[src/rtl/mmio_uart_tx_if.sv]
// rtl/mmio_uart_tx_if.sv - processor address/data/control bus seen by the UART transmitter
interface mmio_uart_tx_if;
    logic [7:0]  address_bus;
    logic [15:0] wdata_bus;
    logic [1:0]  control_bus;
    logic [15:0] io_rdata;
    logic        io_hit;

    modport master (
        output address_bus, wdata_bus, control_bus,
        input  io_rdata, io_hit
    );

    modport slave (
        input  address_bus, wdata_bus, control_bus,
        output io_rdata, io_hit
    );
endinterface

[src/rtl/mmio_uart_tx.sv]
// rtl/mmio_uart_tx.sv - memory-mapped UART transmitter with byte FIFO
// Optional even-parity bit between data and stop is enabled by defining UART_TX_PARITY_EN.
module mmio_uart_tx #(
    parameter logic [7:0] BASE_ADDR    = 8'hFE,
    parameter int         FIFO_DEPTH   = 8,
    parameter int         CLKS_PER_BIT = 4
) (
    input  logic              clk,
    input  logic              nreset,
    mmio_uart_tx_if.slave     bus,
    output logic              tx,
    output logic              irq_empty
);
    localparam int              PTR_W       = $clog2(FIFO_DEPTH);
    localparam int              BAUD_W      = $clog2(CLKS_PER_BIT);
    localparam logic [4:0]      DEPTH_C     = 5'(FIFO_DEPTH);
    localparam logic [BAUD_W-1:0] BAUD_RELOAD = BAUD_W'(CLKS_PER_BIT - 1);
    localparam logic [7:0]      STAT_ADDR   = BASE_ADDR + 8'd1;

    localparam logic [2:0] S_IDLE  = 3'd0;
    localparam logic [2:0] S_START = 3'd1;
    localparam logic [2:0] S_DATA  = 3'd2;
`ifdef UART_TX_PARITY_EN
    localparam logic [2:0] S_PAR   = 3'd3;
`endif
    localparam logic [2:0] S_STOP  = 3'd4;

    logic [7:0]        mem_q [FIFO_DEPTH];
    logic [PTR_W-1:0]  wr_ptr_q, wr_ptr_d, rd_ptr_q, rd_ptr_d;
    logic [4:0]        count_q, count_d;
    logic              overflow_q, overflow_d;
    logic [2:0]        state_q, state_d;
    logic [BAUD_W-1:0] baud_q, baud_d;
    logic [2:0]        bit_q, bit_d;
    logic [7:0]        shift_q, shift_d;
`ifdef UART_TX_PARITY_EN
    logic              par_q, par_d;
`endif
    logic              tx_q, tx_d;
    logic              irq_q, irq_d;
    logic              hit_q, hit_d;
    logic [15:0]       rdata_q, rdata_d;

    logic we, re, sel_data, sel_stat, full, busy, pop, push_req, push, rd_hit;
    logic unused_wdata_hi;

    assign we        = bus.control_bus[0];
    assign re        = bus.control_bus[1];
    assign sel_data  = (bus.address_bus == BASE_ADDR);
    assign sel_stat  = (bus.address_bus == STAT_ADDR);
    assign full      = (count_q == DEPTH_C);
    assign busy      = (state_q != S_IDLE);
    assign pop       = (state_q == S_IDLE) && (count_q != 5'd0);
    assign push_req  = we && sel_data;
    // A full FIFO still takes the byte when the serialiser frees a slot on the same edge.
    assign push      = push_req && (!full || pop);
    assign rd_hit    = re && !we && (sel_data || sel_stat);
    assign unused_wdata_hi = ^bus.wdata_bus[15:8];

    always_comb begin
        wr_ptr_d   = push ? wr_ptr_q + PTR_W'(1) : wr_ptr_q;
        rd_ptr_d   = pop  ? rd_ptr_q + PTR_W'(1) : rd_ptr_q;
        count_d    = count_q + 5'(push) - 5'(pop);
        overflow_d = overflow_q;
        if (we && sel_stat)
            overflow_d = 1'b0;
        else if (push_req && !push)
            overflow_d = 1'b1;
        hit_d   = rd_hit;
        rdata_d = (rd_hit && sel_stat) ? {8'h00, count_q, overflow_q, full, busy} : 16'h0000;
    end

    always_comb begin
        state_d = state_q;
        baud_d  = (baud_q == '0) ? BAUD_RELOAD : baud_q - BAUD_W'(1);
        bit_d   = bit_q;
        shift_d = shift_q;
`ifdef UART_TX_PARITY_EN
        par_d   = par_q;
`endif
        case (state_q)
            S_IDLE: begin
                baud_d = BAUD_RELOAD;
                if (pop) begin
                    state_d = S_START;
                    shift_d = mem_q[rd_ptr_q];
`ifdef UART_TX_PARITY_EN
                    par_d   = ^mem_q[rd_ptr_q];
`endif
                end
            end
            S_START: if (baud_q == '0) begin
                state_d = S_DATA;
                bit_d   = 3'd0;
            end
            S_DATA: if (baud_q == '0) begin
                if (bit_q == 3'd7) begin
`ifdef UART_TX_PARITY_EN
                    state_d = S_PAR;
`else
                    state_d = S_STOP;
`endif
                end else begin
                    bit_d   = bit_q + 3'd1;
                    shift_d = {1'b0, shift_q[7:1]};
                end
            end
`ifdef UART_TX_PARITY_EN
            S_PAR:  if (baud_q == '0) state_d = S_STOP;
`endif
            S_STOP: if (baud_q == '0) state_d = S_IDLE;
            default: state_d = S_IDLE;
        endcase
    end

    // tx and irq_empty are registered from the current state, so the line lags the FSM by one cycle.
    always_comb begin
        case (state_q)
            S_START: tx_d = 1'b0;
            S_DATA:  tx_d = shift_q[0];
`ifdef UART_TX_PARITY_EN
            S_PAR:   tx_d = par_q;
`endif
            default: tx_d = 1'b1;
        endcase
        irq_d = (count_q == 5'd0) && !busy;
    end

    always_ff @(posedge clk) begin
        if (push)
            mem_q[wr_ptr_q] <= bus.wdata_bus[7:0];
    end

    always_ff @(posedge clk or negedge nreset) begin
        if (!nreset) begin
            wr_ptr_q   <= '0;
            rd_ptr_q   <= '0;
            count_q    <= 5'd0;
            overflow_q <= 1'b0;
            state_q    <= S_IDLE;
            baud_q     <= BAUD_RELOAD;
            bit_q      <= 3'd0;
            shift_q    <= 8'h00;
`ifdef UART_TX_PARITY_EN
            par_q      <= 1'b0;
`endif
            tx_q       <= 1'b1;
            irq_q      <= 1'b1;
            hit_q      <= 1'b0;
            rdata_q    <= 16'h0000;
        end else begin
            wr_ptr_q   <= wr_ptr_d;
            rd_ptr_q   <= rd_ptr_d;
            count_q    <= count_d;
            overflow_q <= overflow_d;
            state_q    <= state_d;
            baud_q     <= baud_d;
            bit_q      <= bit_d;
            shift_q    <= shift_d;
`ifdef UART_TX_PARITY_EN
            par_q      <= par_d;
`endif
            tx_q       <= tx_d;
            irq_q      <= irq_d;
            hit_q      <= hit_d;
            rdata_q    <= rdata_d;
        end
    end

    assign tx           = tx_q;
    assign irq_empty    = irq_q;
    assign bus.io_hit   = hit_q;
    assign bus.io_rdata = rdata_q;
endmodule

[src/flat_wrapper.sv]
// flat-port wrapper written by rule: the top's interface ports become plain ports
module mmio_uart_tx_flat 
#(
    parameter logic [7:0] BASE_ADDR    = 8'hFE,
    parameter int         FIFO_DEPTH   = 8,
    parameter int         CLKS_PER_BIT = 4
)
  (clk, nreset, tx, irq_empty, bus_address_bus, bus_wdata_bus, bus_control_bus, bus_io_rdata, bus_io_hit);
  mmio_uart_tx_if bus_i ();
  input  logic clk;
  input  logic nreset;
  output logic tx;
  output logic irq_empty;
  input wire logic [$bits(bus_i.address_bus)-1:0] bus_address_bus;
  input wire logic [$bits(bus_i.wdata_bus)-1:0] bus_wdata_bus;
  input wire logic [$bits(bus_i.control_bus)-1:0] bus_control_bus;
  output wire logic [$bits(bus_i.io_rdata)-1:0] bus_io_rdata;
  output wire logic [$bits(bus_i.io_hit)-1:0] bus_io_hit;
  assign bus_i.address_bus = bus_address_bus;
  assign bus_i.wdata_bus = bus_wdata_bus;
  assign bus_i.control_bus = bus_control_bus;
  assign bus_io_rdata = bus_i.io_rdata;
  assign bus_io_hit = bus_i.io_hit;
  mmio_uart_tx #(.BASE_ADDR(BASE_ADDR), .FIFO_DEPTH(FIFO_DEPTH), .CLKS_PER_BIT(CLKS_PER_BIT)) u_core (.clk(clk), .nreset(nreset), .bus(bus_i), .tx(tx), .irq_empty(irq_empty));
endmodule
[config.mk]
export PLATFORM = sky130hd
export DESIGN_NAME = mmio_uart_tx_flat
export DESIGN_NICKNAME = d
export VERILOG_FILES = /design/src/rtl/mmio_uart_tx_if.sv /design/src/rtl/mmio_uart_tx.sv /design/src/flat_wrapper.sv
export SDC_FILE = /design/constraint.sdc
export NUM_CORES = 1
export LEC_CHECK = 0
export CAP_MARGIN = 20
export CORE_ASPECT_RATIO = 1.25
export CORE_UTILIZATION = 45
export DETAILED_ROUTE_END_ITERATION = 10
export GPL_TIMING_DRIVEN = 0
export HOLD_SLACK_MARGIN = 0.06
export PLACE_DENSITY = 0.7
export REMOVE_ABC_BUFFERS = 1
export SLEW_MARGIN = 20
export SYNTH_ARGS = -nofsm -noshare
export SYNTH_HDL_FRONTEND = slang
export SYNTH_SLANG_ARGS = --single-unit
[constraint.sdc]
create_clock -name clk -period 8.3 [get_ports clk]
set_clock_uncertainty 0.1 [all_clocks]
set_input_delay 1.66 -clock clk [delete_from_list [all_inputs] [get_ports clk]]
set_output_delay 1.66 -clock clk [all_outputs]
set_load 0.03 [all_outputs]
# Yosys cells after proc, flatten, opt, wreduce, memory -nomap -nowiden
# Memories as Yosys holds them, arrays and structs flattened.
# Index checks and enable logic that the tools add are counted.
# W data, S select, Z words.
classes:
  n_reduce_logical: 26
  mux: 21
  n_addsub: 6
  n_eq_ne: 13
ops:
  columns: ["cell", "count"]
  rows:
  - ["$mux W8", 4]
  - ["$mux W3", 7]
  - ["$eq A8 B8 Y1 const B", 2]
  - ["$pmux W8 S2", 1]
  - ["$pmux W3 S4", 1]
  - ["$ne A2 B1 Y1 const B", 5]
  - ["$add A3 B1 Y3 const B", 3]
  - ["$logic_and A1 B1 Y1", 9]
  - ["$reduce_and A4 Y1", 2]
  - ["$eq A3 B3 Y1 const B", 2]
  - ["$pmux W3 S2", 1]
  - ["$reduce_bool A2 Y1", 3]
  - ["$add A5 B1 Y5", 1]
  - ["$eq A5 B4 Y1 const B", 1]
  - ["$logic_not A5 Y1", 1]
  - ["$reduce_and A5 Y1", 1]
  - ["$reduce_bool A5 Y1", 1]
  - ["$sub A5 B1 Y5", 1]
  - ["$logic_not A1 Y1", 4]
  - ["$mux W1", 4]
  - ["$mux W2", 2]
  - ["$eq A3 B1 Y1 const B", 1]
  - ["$eq A3 B2 Y1 const B", 1]
  - ["$logic_not A3 Y1", 1]
  - ["6 further kinds", 7]
totals:
  out_inout_bits: 19
  wordCells: 79
  mem_bits_rw: 64
  ff_bits: 47
  in_bits: 28
  memories: 1
mem_list:
  columns: ["memory", "depth", "word_bits", "rd", "rd_ports_with_merged_regs", "wr", "line_no", "source"]
  rows:
  - ["u_core.mem_q", 8, 8, 1, 0, 1, "mmio_uart_tx.sv:28", "logic [7:0] mem_q [FIFO_DEPTH];"]

# Logic depth before layout (Yosys ltp)
# Gate-level depths: netlist (run 1).
depth:
  ltp_word: 8
  depth_mapped: 14
  ltp_nobuf: 14

# Worst setup path after synthesis (run 1)
# No wires, ideal clock.
synth_timing:
  path_type: "input port to flip-flop"
  startpoint: "input port bus_address_bus[1]"
  endpoint: "memory u_core.mem_q[0][0], enable pin"
  required_ps: 7805
  n_path_buf: 0
  stages: 4
  slack_ps: 4742
  arrival_ps: 3063
  setup_time_ps: 395
  cell_sequence: "nand4_1 -> nor2_1 -> nand3b_4 -> nor4_1"
synth_via:
  elab_chain_cells: 5
synth_rtl:
  columns: ["element", "line_no", "source"]
  rows:
  - ["from (decl)", "flat_wrapper.sv:14", "input wire logic [$bits(bus_i.address_bus)-1:0] bus_address_bus;"]
  - ["$eq A8 B8 Y1", "mmio_uart_tx.sv:49", "assign sel_data = (bus.address_bus == BASE_ADDR);"]
  - ["$logic_and A1 B1 Y1", "mmio_uart_tx.sv:54", "assign push_req = we && sel_data;"]
  - ["$logic_and A1 B1 Y1", "mmio_uart_tx.sv:56", "assign push = push_req && (!full || pop);"]
  - ["$mux W1", "mmio_uart_tx.sv:130", "if (push)"]
  - ["$mux W1 (not written as such)", "mmio_uart_tx.sv:131", "mem_q[wr_ptr_q] <= bus.wdata_bus[7:0];"]
  - ["to (decl)", "mmio_uart_tx.sv:28", null]
# No other way between the ends.

# Final worst setup path (run 1)
layout_timing:
  startpoint: "input port bus_address_bus[3]"
  endpoint: "register u_core.count_q[4]"
layout_via:
  elab_chain_cells: 5
layout_rtl:
  columns: ["element", "line_no", "source"]
  rows:
  - ["$eq A8 B8 Y1", "mmio_uart_tx.sv:49", null]
  - ["$logic_and A1 B1 Y1", "mmio_uart_tx.sv:54", null]
  - ["$logic_and A1 B1 Y1", "mmio_uart_tx.sv:56", null]
  - ["named net u_core.push", "mmio_uart_tx.sv:44", "logic we, re, sel_data, sel_stat, full, busy, pop, push_req, push, rd_hit;"]
  - ["$add A5 B1 Y5", "mmio_uart_tx.sv:63", "count_d = count_q + 5'(push) - 5'(pop);"]
  - ["$sub A5 B1 Y5", "mmio_uart_tx.sv:63", null]
  - ["named net u_core.count_d[4]", "mmio_uart_tx.sv:30", "logic [4:0] count_q, count_d;"]
  - ["to (signal assigned)", "mmio_uart_tx.sv:154", "count_q <= count_d;"]
  - ["to (decl)", "mmio_uart_tx.sv:30", null]
# The timed path passes the listed nets, and every way through them passes these cells.
# A chain may end at the register's enable or synchronous reset.

==> out/summary.txt, run 1 <==
Status: finished, final reports clean
Post-CTS setup buffer count: 0
Switching portion of total power: 27.46%
Die footprint: 10180 um^2
Global placer's final weighted congestion: 0.7296
Critical path's slowest cell: clkdlybuf4s50_1
CP max FO: 7
Detailed Routing Iterations Pass 1: 4
IO buf count: 30
Flop pwr share: 47.8%
Mux cell area share after synthesis: 10.58%
Initial drt markers: 103
Worst Hold Class: flip-flop to flip-flop
Synth Instances: 281
Netlist cell types: 43
Simple-Gate Fraction of Synth Area: 8.106%
Clock root buffer: clkbuf_16
Max Clk Rate: 262.0 MHz
Sink Count: 103
Most used cell, CP: inv_1
Crit path launch: bus_address_bus[3]
Fin Hold WS: 382.3 ps
I/O pin count: 47
Max incr delay on CP: 460 ps
Via density: 5.188
Clock-pin slew on the worst setup and hold paths: 70 ps
Antenna Diode Count: 0
Async set-reset flop share out of synthesis: 37.86%
WP buf/inv: 4
GR Overflow Total: 0
Finished Layout Cells: 446
Reg2reg setup slack: 5170 ps
Int Pwr: 0.0009396 W
Cell Chain, Critical Path: clkdlybuf4s50_1, nand4_1, nor2_1, nand3b_4, inv_1, ha_1, inv_1, fa_1, inv_1, a21oi_1, o21bai_1, xnor2_1
DRC Markers: 0
Reg2reg start: u_core.count_q[3]
Detail Route Antenna Nets: 0
Synthesized cell area: 4399 um^2
Max VDD drop: 142.9 uV
Post-synth EDFFs: 64
Synth Area per Inst: 15.66 um^2
TritonCTS clock tree: built
Largest net degree at the start of global routing: 25
Fin crit period: 3817 ps
Worst-Margin Slew: 934.5 ps
Startpoint types: input port
Number of buffers created by CTS: 9
Die width: 90.44 um
Total core area: 9559 um^2
Adder and majority cell fraction of the synthesized area: 3.868%
Dpl hpwl: 4943 um
Worst Path Arrival: 3990 ps
Inst Count DP: 430
Yosys reg bits: 103
Largest delay share family, worst path: simple AND/OR/NAND/NOR gates
Worst r2r dst: u_core.count_q[4]
Clock buffer depth: 2
Fin util: 53.64%
Post-CTS sizing: 0
Max H-tree Level: 3
Hold EP: u_core.shift_q[1]
Cells on worst reg2reg path: 14
Sequential area share after synthesis: 65.98%
Rel. slew slack: 37.47%
Initial core utilization: 46.02%
Yosys warning total: 0
Layout area overhead: 16.55%
CP Capture Type: flip-flop
Total negative slack: 0 ps
Clock power frac: 32.8%
Nets: 356
Fill cells: 777
WP data required: 8470 ps
Logic pwr share: 19.5%
Detailed Route WL: 7223 um
Antenna violations before repair: 0
Lkg Pwr: 1.970 nW
Vias in the first global route: 2379
First-pass GRT wire length: 12270 um
RSZ-0062 raised after global routing: false
Setup violators final: 0
PwrDens: 252.6 nW/um^2
# rows: 40
Worst hold stages: 1
Fin crit share: 45.99%
Hold-fix buffers, CTS: 0
Layout cell share with drive strength beyond 1: 17.19%
Maxcap violations: 0
Main combinational cell family by area after synthesis: multiplexers
Worst Min Path Start: u_core.shift_q[1]
Complex-gate fraction of the synthesized area: 5.404%
Slew Limit Fails: 0
Clock Latency Late Sink: 340 ps
DR WL/cell: 16.20 um
Xor/xnor share of the synthesized area: 1.593%
Die H: 112.5 um
NetSw: 0.0003556 W
Setup CP Type: input port to flip-flop
Fin. Hold Viols: 0
Primary FF master, synth: edfxtp_1
GRT Total Usage: 16.26%
Routed vias: 2314
-- cells in the final DEF (no fill, tap or decap), types with 2 or more instances in the layout --
cell type and instances:
nand3b_1 2, clkdlybuf4s50_1 29, a211oi_1 5, a22oi_1 2, nand4b_1 3, xnor2_1 6, nand2_1 15, edfxtp_1 64
clkinv_4 2, nand2b_1 2, nor2_1 21, a21oi_1 4, nor3_2 4, a211oi_2 2, nand4_1 2, nor3b_1 2
o21ai_0 6, buf_4 4, ha_1 12, conb_1 8, mux4_2 16, dfstp_2 4, mux2i_1 9, dfrtp_1 34
xor2_1 2, a21o_1 8, clkbuf_16 9, inv_1 14, nor3_1 3, and3_1 2
-- sequential cells by signal, indices dropped and copies added (netlist names), 2 cells and up --
| signal | flops |
|---|---|
| u_core.mem_q | 64 |
| u_core.bus.io_rdata | 8 |
| u_core.shift_q | 8 |
| u_core.count_q | 5 |
| u_core.bit_q | 3 |
| u_core.rd_ptr_q | 3 |
| u_core.state_q | 3 |
| u_core.wr_ptr_q | 3 |
| u_core.baud_q | 2 |
-- stage by stage --
| stage | area [um^2] | power [W] | setup WS (ps) |
|---|---|---|---|
| final | 5127 | 0.001295 | 4483 |
| after global routing | 5127 | 0.001362 | 4231 |
| after CTS | 5126 | 0.001308 | 4457 |
| after detailed placement | 4822 | 0.0008846 | 4093 |
| after global placement | 4743 | 0.0008689 | 3479 |
| after floorplan | 4285 | 0.0008138 | 4742 |
-- worst max-delay path by stage --
stage	slack [ps]	endpoint	cells after the start
6_report	4480	u_core.count_q[4]	12
5_1_grt	4230	u_core.count_q[4]	12
4_1_cts	4460	u_core.mem_q[7][7]	5
3_5_place_dp	4090	u_core.count_q[4]	12
3_3_place_gp	3480	u_core.mem_q[0][4]	5
2_1_floorplan	4740	u_core.mem_q[0][0]	4
-- layer usage --
layer	GRT usage, %	vias up	wire length (um)
met1	20.49	1166	3288
met2	27.23	38	3652
met3	2.846	11	137
met4	8.065	0	144
met5	0	-	0
li1	-	1099	-
-- cells in the mapped netlist, drive strengths merged (2+ instances only) --
cell / count / area, um^2
edfxtp: 64 / 1922
dfrtp: 35 / 875.8
nor2: 21 / 78.83
buf: 19 / 140.1
mux4: 16 / 360.4
nand2: 15 / 56.30
inv: 14 / 52.55
ha: 12 / 150.1
mux2i: 9 / 90.09
a21o: 8 / 60.06
a211oi: 7 / 62.56
nor3: 7 / 35.03
o21ai: 6 / 30.03
xnor2: 6 / 52.55
a21oi: 4 / 20.02
dfstp: 4 / 105.1
a22oi: 3 / 36.28
nand3b: 3 / 35.03
nand4b: 3 / 26.28
and3: 2 / 12.51
nand2b: 2 / 12.51
nand4: 2 / 12.51
nor3b: 2 / 15.01
nor4: 2 / 12.51
or3: 2 / 17.52
xor2: 2 / 17.52
-- power groups by stage --
stage / Sequential (W) / Combinational [W] / Clock (W)
6_report: 0.000619 / 0.000252 / 0.000424
5_1_grt: 0.000625 / 0.000284 / 0.000453
4_1_cts: 0.000620 / 0.000255 / 0.000433
3_5_place_dp: 0.000630 / 0.000255 / 0
3_3_place_gp: 0.000629 / 0.000240 / 0
2_1_floorplan: 0.000621 / 0.000193 / 0
-- logic make-up after synthesis --
| kind of cell | Yosys count |
|---|---|
| other cells | 1 |
| flops | 103 |
| xor+xnor | 8 |
| mux | 26 |
| compound gates | 31 |
| buf+inv | 33 |
| simple gates | 66 |
| fa+ha+maj | 13 |
-- area by class of cell --
cell class	instances	area [um^2]	share of cell area [%]
Timing Repair Buffer	35	352.8	6.881
Clock inverter	7	78.83	1.537
Tap cell	126	157.7	3.075
Clock buffer	9	225.2	4.392
Multi-Input combinational cell	152	1356	26.45
Sequential cell	103	2904	56.64
Inverter	14	52.55	1.025
No activity file was read; power rests on OpenSTA's default activity.
==> run 2, diff against run 1 <==
Clock period 8.3 ns to 3.7 ns, I/O delays scaled along.
==> results of run 2 <==
The final DEF is identical to that of run 1. Status: finished, final reports clean.
Main changes from that run: setup slack after placement 4093 ps -> 413.0 ps; setup slack after layout 4483 ps -> 570.9 ps; hold slack 382.3 ps -> 217.2 ps; start point of the critical path bus_address_bus[3] -> u_core.count_q[3]; register-to-register setup slack 5170 ps -> 570 ps; total power 0.001295 W -> 0.002905 W; worst IR drop on VDD 142.9 uV -> 320.7 uV
==> run 3, diff against run 2 <==
Settings changed: PLACE_DENSITY 0.7 to 0.72.
Clock period 3.7 ns to 2.8 ns, I/O delays scaled along.
==> run 3 against run 2 <==
Compared with the run above:
- cell count up 1.8%
- design area up 2.1%
- setup slack worse by 460 ps
- combinational power up 49%
- sequential share of layout area down 1.2 points
- register-to-register slack worse by 460 ps
- first-iteration DRC count down 2.9%
- power up 34%
- critical path type unchanged
- sequential power up 32%
==> out/summary.txt, run 3 (synthesis gave the netlist of run 1 again) <==
PwrDens: 742.9 nW/um^2
Most used cell, CP: inv_1
Layout cell share with drive strength beyond 1: 22.56% (+5.4 points)
I/O pin count: 47 (unchanged)
Fin worst setup slack: 110.8 ps
Max H-tree Level: 3 (unchanged)
IO buf count: 30 (unchanged)
DRC Markers: 0 (unchanged)
Dpl hpwl: 5079 um (+2.8%)
Cell Chain, Critical Path: or3_4, o211ai_2, nand3b_4, inv_1, ha_4, inv_1, fa_2, inv_1, a21oi_1, o21bai_1, xnor2_1
Die width: 90.44 um (unchanged)
Layout area overhead: 19.03%
TritonCTS clock tree: built
WP data required: 2970 ps
Worst Path Arrival: 2860 ps
Die H: 112.5 um (unchanged)
Maxcap violations: 0 (unchanged)
Global placer's final weighted congestion: 0.7441 (+2.0%)
Commonest non-fill, non-tap cell in the layout: edfxtp_1
Largest net degree at the start of global routing: 22 (-12%)
DR WL/cell: 16.66 um (+2.9%)
Worst Hold Class: input port to async pin
Status: finished, final reports clean
Setup CP Type: flip-flop to flip-flop
Worst-Margin Slew: 843.7 ps (-90.82 ps)
Total core area: 9559 um^2 (unchanged)
Fin crit share: 96.04%
Antenna Diode Count: 0 (unchanged)
Via density: 5.170 (-0.36%)
CP Capture Type: flip-flop
Vias in the first global route: 2489 (+4.6%)
Max VDD drop: 548.7 uV
Max incr delay on CP: 480 ps
WP buf/inv: 3
Detailed Route WL: 7565 um (+4.7%)
Number of buffers created by CTS: 9 (unchanged)
Slew Limit Fails: 0 (unchanged)
Clock Latency Late Sink: 340 ps (about the same)
Most frequent cells in the layout: edfxtp_1, dfrtp_1, clkdlybuf4s50_1, nor2_1, mux4_2
Clock-pin slew on the worst setup and hold paths: 60 ps (about the same)
Post-route cell area: 5236 um^2 (+2.1%)
GR Overflow Total: 0 (unchanged)
Routed vias: 2347 (+1.4%)
CP max FO: 9
Rel. slew slack: 43.75% (+6.3 points)
GRT Total Usage: 16.26% (about the same)
Startpoint types: flip-flop
Max FFs per register: 64 (unchanged)
# rows: 40 (unchanged)
Placed cell area: 4827 um^2 (+0.10%)
Detail Route Antenna Nets: 0 (unchanged)
Setup violators final: 0 (unchanged)
Clock root buffer: clkbuf_16
Sink Count: 103 (unchanged)
Initial core utilization: 46.02% (unchanged)
Critical path's slowest cell: dfrtp_1
RSZ-0062 raised after global routing: true
Fin crit period: 2689 ps
Max Clk Rate: 371.9 MHz
Nets: 364 (+2.2%)
Clock buffer depth: 2 (unchanged)
Antenna violations before repair: 0 (unchanged)
Top reg by flops: u_core.mem_q
Largest delay share family, worst path: simple AND/OR/NAND/NOR gates
Tot Pwr: 0.003890 W
First-pass GRT wire length: 12380 um (+0.90%)
Die footprint: 10180 um^2 (unchanged)
Initial drt markers: 100 (-2.9%)
Fin. Hold Viols: 0 (unchanged)
Lkg Pwr: 2.007 nW (+1.9%)
Dpl ws: -307.1 ps
Detailed Routing Iterations Pass 1: 4 (unchanged)
[run 3: final timing paths]
check,start,to,slack (ps),cells after the start
min reg2reg,u_core.shift_q[5],u_core.shift_q[5],380,1
max reg2reg,u_core.state_q[2],u_core.count_q[4],110,11
min in group clk,u_core.shift_q[5],u_core.shift_q[5],380,1
max in group asynchronous,nreset,u_core.rd_ptr_q[0],2060,2
max,u_core.state_q[2],u_core.count_q[4],110,11
min,nreset,u_core.bus.io_hit,70,1
[run 3: worst reg2reg max path: cells and delay by family (launching register included)]
| family | cells | cell delay [ps] |
|---|---|---|
| AO/OA/AOI/OAI | 3 | 500 |
| XOR/XNOR | 1 | 130 |
| adder cells (fa/ha/maj) | 2 | 490 |
| buffers and inverters | 3 | 260 |
| flip-flops | 1 | 480 |
| AND/OR/NAND/NOR | 2 | 640 |
[run 3: final cells by class]
type                       count  area, um^2
clock buffer                  16       295.3
timing repair buffer          43       410.4
fill                         764        4323
inverter                      14       52.55
sequential                   103        2904
tap                          126       157.7
multi-input combinational    152        1416
[run 3: repair_timing]
item | CTS | global route
gates cloned | 0 | 0
pin swaps | 2 | 5
hold buffers | 0 | 0
setup buffers | 5 | 2
gates resized for setup | 8 | 7
endpoints found under the setup margin | 3 | 11
[run 3: metrics by stage]
| step | setup TNS (ps) | instances | hold slack (ps) | utilization, % |
|---|---|---|---|---|
| 4_1_cts | 0 | 452 | 72.51 | 54.27 |
| 3_5_place_dp | -7164 | 431 | 366.8 | 50.50 |
| 3_3_place_gp | -31530 | 425 | 359.5 | 49.62 |
| 5_1_grt | -69.12 | 454 | 96.55 | 54.78 |
| 6_report | 0 | 454 | 65.88 | 54.78 |
| 2_1_floorplan | -4.136 | 269 | 164.4 | - |
[run 3: where the power goes]
part           switching, W  internal (W)  leakage (nW)
sequential         0.000115       0.00172          1.07
combinational      0.000412      0.000431         0.795
clock              0.000501      0.000711         0.147
[run 3: per-layer routing]
metal,track usage [%],up-vias,share of wire (%)
li1,-,1114,-
met1,19.27,1186,42
met2,28.09,35,53
met3,3.455,12,2.2
met4,8.065,0,2.0
met5,0,-,0
